$ cat src/rtl/ccd_clock_sequencer_gen2.sv
// CCD clock sequencer: four-phase CCD clock generator with tick prescaler,
// shadowed frame configuration and a Wishbone register window.
`timescale 1ns/1ps
module ccd_clock_sequencer_gen2 #(
  parameter logic [31:0] BASE_ADDR   = 32'h3000_0000,
  parameter int          PIX_W       = 14,
  parameter int          INTEG_W     = 32,
  parameter int          FRAME_W     = 16,
  parameter int          CYC_PER_PIX = 8,
  parameter int          PIXELS_DEF  = 2052,
  parameter int          PHI_P_W_DEF = 3
) (
  input  logic        wb_clk_i,
  input  logic        wb_rst_ni,
  input  logic        wbs_stb_i,
  input  logic        wbs_cyc_i,
  input  logic        wbs_we_i,
  input  logic [3:0]  wbs_sel_i,
  input  logic [31:0] wbs_adr_i,
  input  logic [31:0] wbs_dat_i,
  output logic        wbs_ack_o,
  output logic [31:0] wbs_dat_o,
  input  logic        ext_trig_i,
  output logic        phi_p_o,
  output logic        phi_l1_o,
  output logic        phi_l2_o,
  output logic        phi_r_o,
  output logic        busy_o,
  output logic        irq_o
);

  localparam int KW = $clog2(CYC_PER_PIX);
  localparam logic [KW-1:0] K_HALF = KW'(CYC_PER_PIX / 2);
  localparam logic [KW-1:0] K_3Q   = KW'(3 * CYC_PER_PIX / 4);
  localparam logic [3:0]    PH_PP  = 4'b1011;

  typedef enum logic [2:0] {
    ST_IDLE  = 3'd0,
    ST_PRE   = 3'd1,
    ST_SHIFT = 3'd2,
    ST_HOLD  = 3'd3,
    ST_PULSE = 3'd4
  } state_t;

  state_t state;

  logic               ctrl_en, ctrl_trig_en, done_sticky;
  logic [PIX_W-1:0]   pixels, w_pixels, pix_cnt;
  logic [INTEG_W-1:0] integ, w_integ, seg_cnt, seg_lim;
  logic [15:0]        prescale, w_prescale, presc_cnt;
  logic [7:0]         pwidth, w_pwidth;
  logic [FRAME_W-1:0] frames, frame_cnt, fcnt_inc;
  logic [KW-1:0]      k_cnt;
  logic [3:0]         ph;
  logic [31:0]        wmask, rdata;
  logic [2:0]         ofs;
  logic               trig_s1, trig_s2, trig_s3;
  logic               in_win, wb_go, wr, ctrl_wr, sts_clr;
  logic               start_wr, abort_wr, en_eff, trig_rise;
  logic               start_req, abort_req, tick, seg_end;
  logic               pix_last, k_last, last_frame;
  logic               fin, nxt_frame, load_shadow;
  logic [1:0]         unused_adr;

  function automatic logic [31:0] bmerge(input logic [31:0] old,
                                         input logic [31:0] nw,
                                         input logic [31:0] m);
    return (old & ~m) | (nw & m);
  endfunction

  function automatic logic [3:0] shift_ph(input logic [KW-1:0] k);
    return {1'b0, k < K_HALF, k >= K_HALF, (k >= K_HALF) && (k < K_3Q)};
  endfunction

  assign unused_adr = wbs_adr_i[1:0];
  assign in_win  = wbs_adr_i[31:5] == BASE_ADDR[31:5];
  assign wb_go   = wbs_stb_i & wbs_cyc_i & ~wbs_ack_o & in_win;
  assign wr      = wb_go & wbs_we_i;
  assign ofs     = wbs_adr_i[4:2];
  assign wmask   = {{8{wbs_sel_i[3]}}, {8{wbs_sel_i[2]}},
                    {8{wbs_sel_i[1]}}, {8{wbs_sel_i[0]}}};
  assign ctrl_wr = wr && ofs == 3'd0 && wbs_sel_i[0];
  assign sts_clr = wr && ofs == 3'd6 && wbs_sel_i[0] && wbs_dat_i[1];

  assign start_wr  = ctrl_wr & wbs_dat_i[2];
  assign abort_wr  = ctrl_wr & wbs_dat_i[3];
  assign en_eff    = ctrl_wr ? wbs_dat_i[0] : ctrl_en;
  assign trig_rise = trig_s2 & ~trig_s3 & ctrl_trig_en;
  assign start_req = (start_wr | trig_rise) & en_eff & ~abort_wr;
  assign abort_req = abort_wr | ~en_eff;

  assign tick     = (state != ST_IDLE) && (presc_cnt == w_prescale);
  assign seg_lim  = (state == ST_HOLD) ? w_integ : INTEG_W'(w_pwidth);
  assign seg_end  = seg_cnt == seg_lim - 1'b1;
  assign pix_last = pix_cnt == w_pixels - 1'b1;
  assign k_last   = &k_cnt;
  assign fcnt_inc = frame_cnt + 1'b1;
  assign last_frame = (frames != '0) && (fcnt_inc == frames);

  // Abort has priority over frame completion in PULSE.
  assign fin = tick && state == ST_PULSE && seg_end &&
               last_frame && !abort_req;
  assign nxt_frame = tick && state == ST_PULSE && seg_end &&
                     !last_frame && !abort_req;
  assign load_shadow = (state == ST_IDLE && start_req) || nxt_frame;

  assign busy_o   = state != ST_IDLE;
  assign phi_p_o  = ph[3];
  assign phi_l1_o = ph[2];
  assign phi_l2_o = ph[1];
  assign phi_r_o  = ph[0];

  always_ff @(posedge wb_clk_i) begin
    if (!wb_rst_ni) begin
      trig_s1 <= 1'b0;
      trig_s2 <= 1'b0;
      trig_s3 <= 1'b0;
    end else begin
      trig_s1 <= ext_trig_i;
      trig_s2 <= trig_s1;
      trig_s3 <= trig_s2;
    end
  end

  always_ff @(posedge wb_clk_i) begin
    if (!wb_rst_ni) begin
      ctrl_en      <= 1'b0;
      ctrl_trig_en <= 1'b0;
      pixels       <= PIX_W'(PIXELS_DEF);
      integ        <= '0;
      prescale     <= '0;
      pwidth       <= 8'(PHI_P_W_DEF);
      frames       <= FRAME_W'(1);
      done_sticky  <= 1'b0;
    end else begin
      if (wr) begin
        case (ofs)
          3'd0: if (wbs_sel_i[0]) begin
            ctrl_en      <= wbs_dat_i[0];
            ctrl_trig_en <= wbs_dat_i[1];
          end
          3'd1: pixels <= PIX_W'(bmerge(32'(pixels), wbs_dat_i, wmask));
          3'd2: integ <= INTEG_W'(bmerge(32'(integ), wbs_dat_i, wmask));
          3'd3: prescale <= 16'(bmerge(32'(prescale), wbs_dat_i, wmask));
          3'd4: pwidth <= 8'(bmerge(32'(pwidth), wbs_dat_i, wmask));
          3'd5: frames <= FRAME_W'(bmerge(32'(frames), wbs_dat_i, wmask));
          default: ;
        endcase
      end
      if (fin)
        done_sticky <= 1'b1;
      else if (sts_clr)
        done_sticky <= 1'b0;
    end
  end

  always_comb begin
    rdata = '0;
    unique case (ofs)
      3'd0: rdata = {30'd0, ctrl_trig_en, ctrl_en};
      3'd1: rdata = 32'(pixels);
      3'd2: rdata = 32'(integ);
      3'd3: rdata = 32'(prescale);
      3'd4: rdata = 32'(pwidth);
      3'd5: rdata = 32'(frames);
      3'd6: rdata = {27'd0, state, done_sticky, busy_o};
      3'd7: rdata = 32'(frame_cnt);
    endcase
  end

  always_ff @(posedge wb_clk_i) begin
    if (!wb_rst_ni) begin
      wbs_ack_o <= 1'b0;
      wbs_dat_o <= '0;
    end else begin
      wbs_ack_o <= wb_go;
      if (wb_go)
        wbs_dat_o <= rdata;
    end
  end

  // Zero-valued settings are clamped to one when latched.
  always_ff @(posedge wb_clk_i) begin
    if (!wb_rst_ni) begin
      w_pixels   <= '0;
      w_integ    <= '0;
      w_pwidth   <= '0;
      w_prescale <= '0;
    end else if (load_shadow) begin
      w_pixels   <= (pixels == '0) ? PIX_W'(1) : pixels;
      w_integ    <= (integ == '0) ? INTEG_W'(1) : integ;
      w_pwidth   <= (pwidth == '0) ? 8'd1 : pwidth;
      w_prescale <= prescale;
    end
  end

  always_ff @(posedge wb_clk_i) begin
    if (!wb_rst_ni || state == ST_IDLE || tick)
      presc_cnt <= '0;
    else
      presc_cnt <= presc_cnt + 1'b1;
  end

  always_ff @(posedge wb_clk_i) begin
    if (!wb_rst_ni) begin
      state     <= ST_IDLE;
      ph        <= '0;
      irq_o     <= 1'b0;
      seg_cnt   <= '0;
      pix_cnt   <= '0;
      k_cnt     <= '0;
      frame_cnt <= '0;
    end else begin
      irq_o <= 1'b0;
      if (state != ST_IDLE && abort_req) begin
        state <= ST_IDLE;
        ph    <= '0;
      end else begin
        unique case (state)
          ST_IDLE: if (start_req) begin
            state     <= ST_PRE;
            ph        <= PH_PP;
            frame_cnt <= '0;
            seg_cnt   <= '0;
          end
          ST_PRE: if (tick) begin
            if (seg_end) begin
              state   <= ST_SHIFT;
              ph      <= shift_ph('0);
              k_cnt   <= '0;
              pix_cnt <= '0;
            end else begin
              seg_cnt <= seg_cnt + 1'b1;
            end
          end
          ST_SHIFT: if (tick) begin
            k_cnt <= k_cnt + 1'b1;
            ph    <= shift_ph(k_cnt + 1'b1);
            if (k_last) begin
              pix_cnt <= pix_cnt + 1'b1;
              if (pix_last) begin
                state   <= ST_HOLD;
                ph      <= '0;
                seg_cnt <= '0;
              end
            end
          end
          ST_HOLD: if (tick) begin
            if (seg_end) begin
              state   <= ST_PULSE;
              ph      <= PH_PP;
              seg_cnt <= '0;
            end else begin
              seg_cnt <= seg_cnt + 1'b1;
            end
          end
          ST_PULSE: if (tick) begin
            if (seg_end) begin
              frame_cnt <= fcnt_inc;
              seg_cnt   <= '0;
              if (last_frame) begin
                state <= ST_IDLE;
                ph    <= '0;
                irq_o <= 1'b1;
              end else begin
                state   <= ST_SHIFT;
                ph      <= shift_ph('0);
                k_cnt   <= '0;
                pix_cnt <= '0;
              end
            end else begin
              seg_cnt <= seg_cnt + 1'b1;
            end
          end
          default: state <= ST_IDLE;
        endcase
      end
    end
  end

endmodule
$ cat config.mk
export PLATFORM = sky130hd
export DESIGN_NAME = ccd_clock_sequencer_gen2
export DESIGN_NICKNAME = d
export VERILOG_FILES = /design/src/rtl/ccd_clock_sequencer_gen2.sv
export SDC_FILE = /design/constraint.sdc
export NUM_CORES = 1
export LEC_CHECK = 0
export ABC_AREA = 1
export CORE_ASPECT_RATIO = 0.8
export CORE_MARGIN = 2
export CORE_UTILIZATION = 34
export DETAILED_ROUTE_END_ITERATION = 6
export PLACE_DENSITY_LB_ADDON = 0.05
export SETUP_SLACK_MARGIN = 0.3
export SYNTH_ARGS = -nofsm -noshare
export SYNTH_HDL_FRONTEND = slang
export SYNTH_SLANG_ARGS = --single-unit
$ cat constraint.sdc
create_clock -name wb_clk_i -period 2.9 [get_ports wb_clk_i]
set_input_delay 0.435 -clock wb_clk_i [delete_from_list [all_inputs] [get_ports wb_clk_i]]
set_output_delay 0.435 -clock wb_clk_i [all_outputs]
set_load 0.005 [all_outputs]
* Yosys cells after proc, flatten, opt, wreduce, memory -nomap -nowiden *
Index checks and enable logic that the tools add are counted.

storage, ports and cells
  output and inout port bits = 39
  input bits = 74
  flip-flop bits (word level) = 284
  logic and storage cells = 208

operators by class
  mux-type cells = 61
  equality and inequality tests = 29
  reduce and logical (&&, ||, !) cells = 50
  bitwise logic cells = 33
  order comparisons = 3
  add/subtract/negate cells = 7

operators with widths
  cell                                                 number
  2-to-1 mux 32 bit                                    10
  one-hot mux 32 bit (8 select lines)                  1
  one-hot mux 32 bit (4 select lines)                  1
  2-to-1 mux 14 bit                                    8
  AND 32 bit                                           2
  2-to-1 mux 3 bit                                     19
  2-to-1 mux 16 bit                                    3
  one-hot mux 14 bit (3 select lines)                  1
  adder 16 x 1 -> 16 bit (second input constant)       2
  adder 32 x 1 -> 32 bit (second input constant)       1
  AND 16 bit                                           2
  == test 16 bit                                       2
  == test 32 bit                                       1
  zero test 32 bit                                     1
  2-to-1 mux 4 bit                                     8
  inverter 32 bit                                      1
  OR 16 bit                                            2
  OR 32 bit                                            1
  one-hot mux 16 bit (2 select lines)                  1
  subtractor 32 x 1 -> 32 bit (second input constant)  1
  == test 27 x 25 -> 1 bit (second input constant)     1
  AND reduction 9 bit                                  3
  inequality test 2 bit (second input constant)        12
  one-hot mux 4 bit (5 select lines)                   1
  40 further kinds                                     98

* Longest topological paths before layout *
  depth after elaboration = 12
  mapped depth = 25
  mapped depth without buffers = 24

* Worst setup path before layout *
No wires, ideal clock.

  path kind = register -> register
  start = reg state[1]
  end = reg seg_cnt[17]
  data required time = 2.787 ns
  path slack = 0.033 ns
  setup time = 0.113 ns
  path buffers = 3
  clock period less this slack = 2.867 ns
  stages on the path, launching flop included = 24
  arrival time = 2.754 ns
  cells stage by stage = dfxtp_1 > buf_4 > nand2_4 > nor2_8 > nand2_1 > nand2_1 > ha_1 > nand3_1 > nor2_4 > nand2_2 > nor2_2 > nand2_1 > nand2_1 > nand2_1 > nor2_1 > nand2_1 > nor2_1 > nand3_2 > buf_6 > nand2_2 > nand4_1 > nand2_1 > buf_4 > nor2_1

on the way
  cells in the longest elaborated chain, start to end = 7
  elaborated cells between the ends (all ways) = 25
  classes of those cells = 1 x add/sub; 12 x eq/ne; 4 x mux; 1 x bitwise; 7 x reduce/logical

RTL lines
  item                                 line      source
  start, declared                      45        state_t state;
  start signal, assigned               206       state <= ST_IDLE;
  start signal, assigned               216       state <= ST_IDLE;
  start signal, assigned               221       state <= ST_PRE;
  == test 3 x 2 -> 1 bit               93, 219
  2-to-1 mux 32 bit                    93        assign seg_lim = (state == ST_HOLD) ? w_integ : INTEG_W'(w_pwidth);
  subtractor 32 x 1 -> 32 bit          94        assign seg_end = seg_cnt == seg_lim - 1'b1;
  == test 32 bit                       94
  2-to-1 mux 32 bit                    249, 258
  2-to-1 mux 32 bit                    257       ST_PULSE: if (tick) begin
  one-hot mux 32 bit (4 select lines)  219       unique case (state)
  end signal, assigned                 233       seg_cnt <= seg_cnt + 1'b1;
  end signal, assigned                 254       seg_cnt <= seg_cnt + 1'b1;
  end signal, assigned                 272       seg_cnt <= seg_cnt + 1'b1;
  end, declared                        49        logic [INTEG_W-1:0] integ, w_integ, seg_cnt, seg_lim;

Parallel ways exist; a longest one is shown, timed or not. The select of a mux whose other input is x is not followed.
A chain may end at the register's enable or synchronous reset.

* Worst setup path in the final report *
  start = reg state[1]
  end = reg w_prescale[15]

on the way
  cells in the longest elaborated chain, start to end = 8
  elaborated cells between the ends (all ways) = 14
  classes of those cells = 1 x add/sub; 3 x eq/ne; 1 x mux; 9 x reduce/logical

RTL lines
  item                            line  source
  == test 3 x 2 -> 1 bit          93
  2-to-1 mux 32 bit               93
  subtractor 32 x 1 -> 32 bit     94
  == test 32 bit                  94
  logical AND 1 bit (2 in a row)  103   assign nxt_frame = tick && state == ST_PULSE && seg_end &&
  logical AND 1 bit               104   !last_frame && !abort_req;
  logical OR 1 bit (*)            105   assign load_shadow = (state == ST_IDLE && start_req) || nxt_frame;
  end signal, assigned            193   w_prescale <= prescale;
  end, declared                   50    logic [15:0] prescale, w_prescale, presc_cnt;

Mark *: on every way between the ends. The rest lies on a longest branch, timed or not.

==> results.md <==
* Status: complete, but fails checks
* Failing checks: DRC, setup timing
* Worst Skew at 18.8 ps
* Top delay family on crit path: simple AND/OR/NAND/NOR gates
* Post-Syn Nets at 2553
* Largest net degree at the start of global routing at 50
* Vias per cell at 5.14
* Synth warnings at 0
* TritonCTS clock tree: done
* Fin area at 0.0221 sq mm
* I/O Buffers at 110
* Critical Path RT at 3310 ps
* HPWL after detailed placement at 48500 microns
* Max Freq at 324 MHz
* R2R setup slack at -190 ps
* Critical path's largest stage delay at 410 ps
* Overall power at 10600 uW
* Starting Density at 0.345
* Vias in the first global route at 16700
* Final setup TNS at -13400 ps
* P&R area growth vs syn at 35.9%
* GRT overflow at 0
* Initial antenna violation count at 2
* Pwr dens at 477 mW/mm^2
* Htree depth at 2
* Fin crit period at 3090 ps
* CP Max Fanout at 26
* Clock-pin slew on the worst setup and hold paths at 50 ps
* Slowest cell on crit path: dfxtp_4
* Hold Violations, Final at 0
* Worst EP arrival at 3500 ps
* FFs w/ async S/R, synth at 0
* Global-route wire length before repair at 96100 microns
* Crit path to: w_prescale[15]
* Tot GR Track Use at 0.246
* Placed inst area at 0.0198 sq mm
* Crit share post-route at 1.06
* Synth area leaders: dfxtp_1 35%, nand2_1 11%, nor2_1 9.1%
* Pins Over Slew Limit at 0
* Core area at 0.0472 sq mm
* Maximum vdd drop at 360 uV
* Worst relative slew slack at 0.557
* Synthesized cell area at 0.0163 sq mm
* Final setup margin at -188 ps
* Post-synth top area share at 0.349
* CP dominant cell by count: nand2_2
* Die Wd at 249 microns
* Initial DRC Count at 1163
* Final Setup Violations at 133
* Count leader, synth: nand2_1
* Die Y-Extent at 200 microns
* FF-to-FF path depth at 21
* Worst setup EP type: flop
* Post-synth EDFFs at 0
* Ordered cell list for the critical path: nand2_8 -> nor2_8 -> nand2_2 -> nand2_2 -> ha_4 -> nand3_4 -> nor2_4 -> buf_4 -> nand2_2 -> o21bai_1 -> nand2_1 -> a21oi_2 -> nand2_1 -> nor2_2 -> nand3_4 -> nand3b_4 -> nand2_8 -> inv_6 -> buf_12 -> nor2_4 -> nor2_1
* CTS Buffer Depth at 3
* Worst R2R End: w_prescale[15]
* CP startpoint kind: flop
* Max-Cap Viols at 0
* Final GP Congestion at 0.960
* Clock latency on the worst-skew pair at 530 ps
* Num rows at 71
* WHS at 400 ps
* Cells after Synth at 2471
* RSZ-0062 raised after global routing: true
* Detailed-route DRC error count at 9
* Share of cells above drive strength 1 at 0.197
* CP startpoint: state[1]
* Most frequent cells after synthesis: 477 x nand2_1, 394 x nor2_1, 284 x dfxtp_1
* Critical path buffers and inverters at 3
* Antenna-violating nets left at 0
* Area leader, netlist: dfxtp_1
* Root Buffer: clkbuf_16
* I/O pin cnt at 113
* First-pass DRT Iterations at 7
* Layout Nets at 2882
* Lkg Pwr at 0.00919 uW
* Least-Margin Pin Slew at 663 ps
* Number of synthesized register bits at 284
* Distinct cells, synth at 51
* Inserted Clock Buffers at 34
* Synthesized area per cell at 6.59 sq um
* Clk sink count at 284
* Worst hold path type: primary input to flop
* Final core utilization at 0.469
* Sequential area share after synthesis at 0.349
* Total Wirelength at 62900 microns
* Stages on worst setup path at 21
* Die area at 0.0497 sq mm
* Most used flip-flop cell after synthesis: dfxtp_1
* Wirelength per Cell at 18.3 microns
* Setup CP Type: flop to flop
* Routed via count at 17700
* Reg2reg start: state[1]
cell usage in the layout (no fill, tap or decap), types with 6 or more instances in the layout:
cell type        synthesis  final
xor2_1                  80     79
nor2_1                 394    332
a21oi_2                  2     20
dfxtp_1                284    281
o22ai_1                 23     23
nor3_1                  50     44
o31ai_1                 23     23
inv_2                    6      8
nand3_2                  3     14
a22oi_1                  6      6
clkbuf_16                0     39
o21ai_0                147    125
inv_1                  279    273
a211oi_1                31     31
buf_12                   0     13
nand2_1                477    431
buf_4                    6    252
a31oi_1                  6      6
buf_6                    9     12
o2111ai_1                6      6
o21ai_1                 40     57
ha_1                     8      7
xnor2_1                 22     22
or2_2                    8      8
nand3b_1                17     17
nor3b_1                 11     11
nor4_1                  25     25
nand4_1                 86     86
nor2_4                   5     24
a21oi_1                119    101
nand2_4                  2     22
nand3_1                149    132
nand3_4                  1      8
clkbuf_1                65     11
nor2_2                   8     52
clkdlybuf4s50_1          0    109
nand2_2                 11     34
where the power goes:
part / internal [uW] / switching (uW)
logic: 863 / 1240
registers: 3970 / 89.1
clock network: 2650 / 1740
total: 7490 / 3060
tightest hold or removal path: cells and delay by family:
| family | cells | cell delay (ps) |
|---|---|---|
| and+or+nand+nor | 1 | 50 |
| buffers and inverters | 1 | 240 |
| AOI/OAI and AO/OA | 1 | 130 |
per-layer routing:
metal,part of all wire,GRT usage,routed length (microns),vias up
li1,-,-,-,8837
met1,0.49,0.344,30600,8310
met2,0.44,0.397,27400,464
met3,0.054,0.0358,3420,84
met4,0.023,0.0617,1430,0
met5,0,0,0,-
cell families after synthesis:
kind of cell	after synthesis	share of synthesized area
xor gates and xnor gates	102	0.0549
DFF	284	0.349
AOI/OAI and AO/OA	427	0.149
and+or+nand+nor	1259	0.343
buffers and inverters	391	0.0975
adders and majority gates	8	0.00615
per-stage QoR:
| stage | worst slack (ps) | cells |
|---|---|---|
| floorplan | 226 | 2471 |
| global placement | -773 | 3354 |
| detailed placement | -666 | 3354 |
| CTS | -125 | 3422 |
| global route | -365 | 3444 |
| finish | -188 | 3444 |
final cells by class:
class	instances	area, sq um
flip-flops and latches	284	5700
well taps	620	776
inverters	288	1110
repair buffers	394	3550
fillers	4831	25100
diodes	1	2.50
clock inverters	9	159
multi-input cells	1798	9860
clock buffers	50	961
what timing repair did:
action,4_1_cts,5_1_grt
gates cloned,2,5
endpoints found under the setup margin,145,147
hold buffers,0,0
setup buffers,7,16
pin swaps,10,43
gates resized for setup,61,205
how the worst min path moves through the flow:
stage | end | cells after the start | slack, ps | from
after floorplan | trig_s2 | 2 | 390 | trig_s1
after global placement | trig_s2 | 2 | 400 | trig_s1
after detailed placement | trig_s2 | 2 | 410 | trig_s1
after CTS | w_prescale[0] | 3 | 380 | wb_rst_ni
after global routing | w_prescale[10] | 3 | 390 | wb_rst_ni
final | w_prescale[12] | 3 | 400 | wb_rst_ni
No activity file was read; power rests on OpenSTA's default activity.
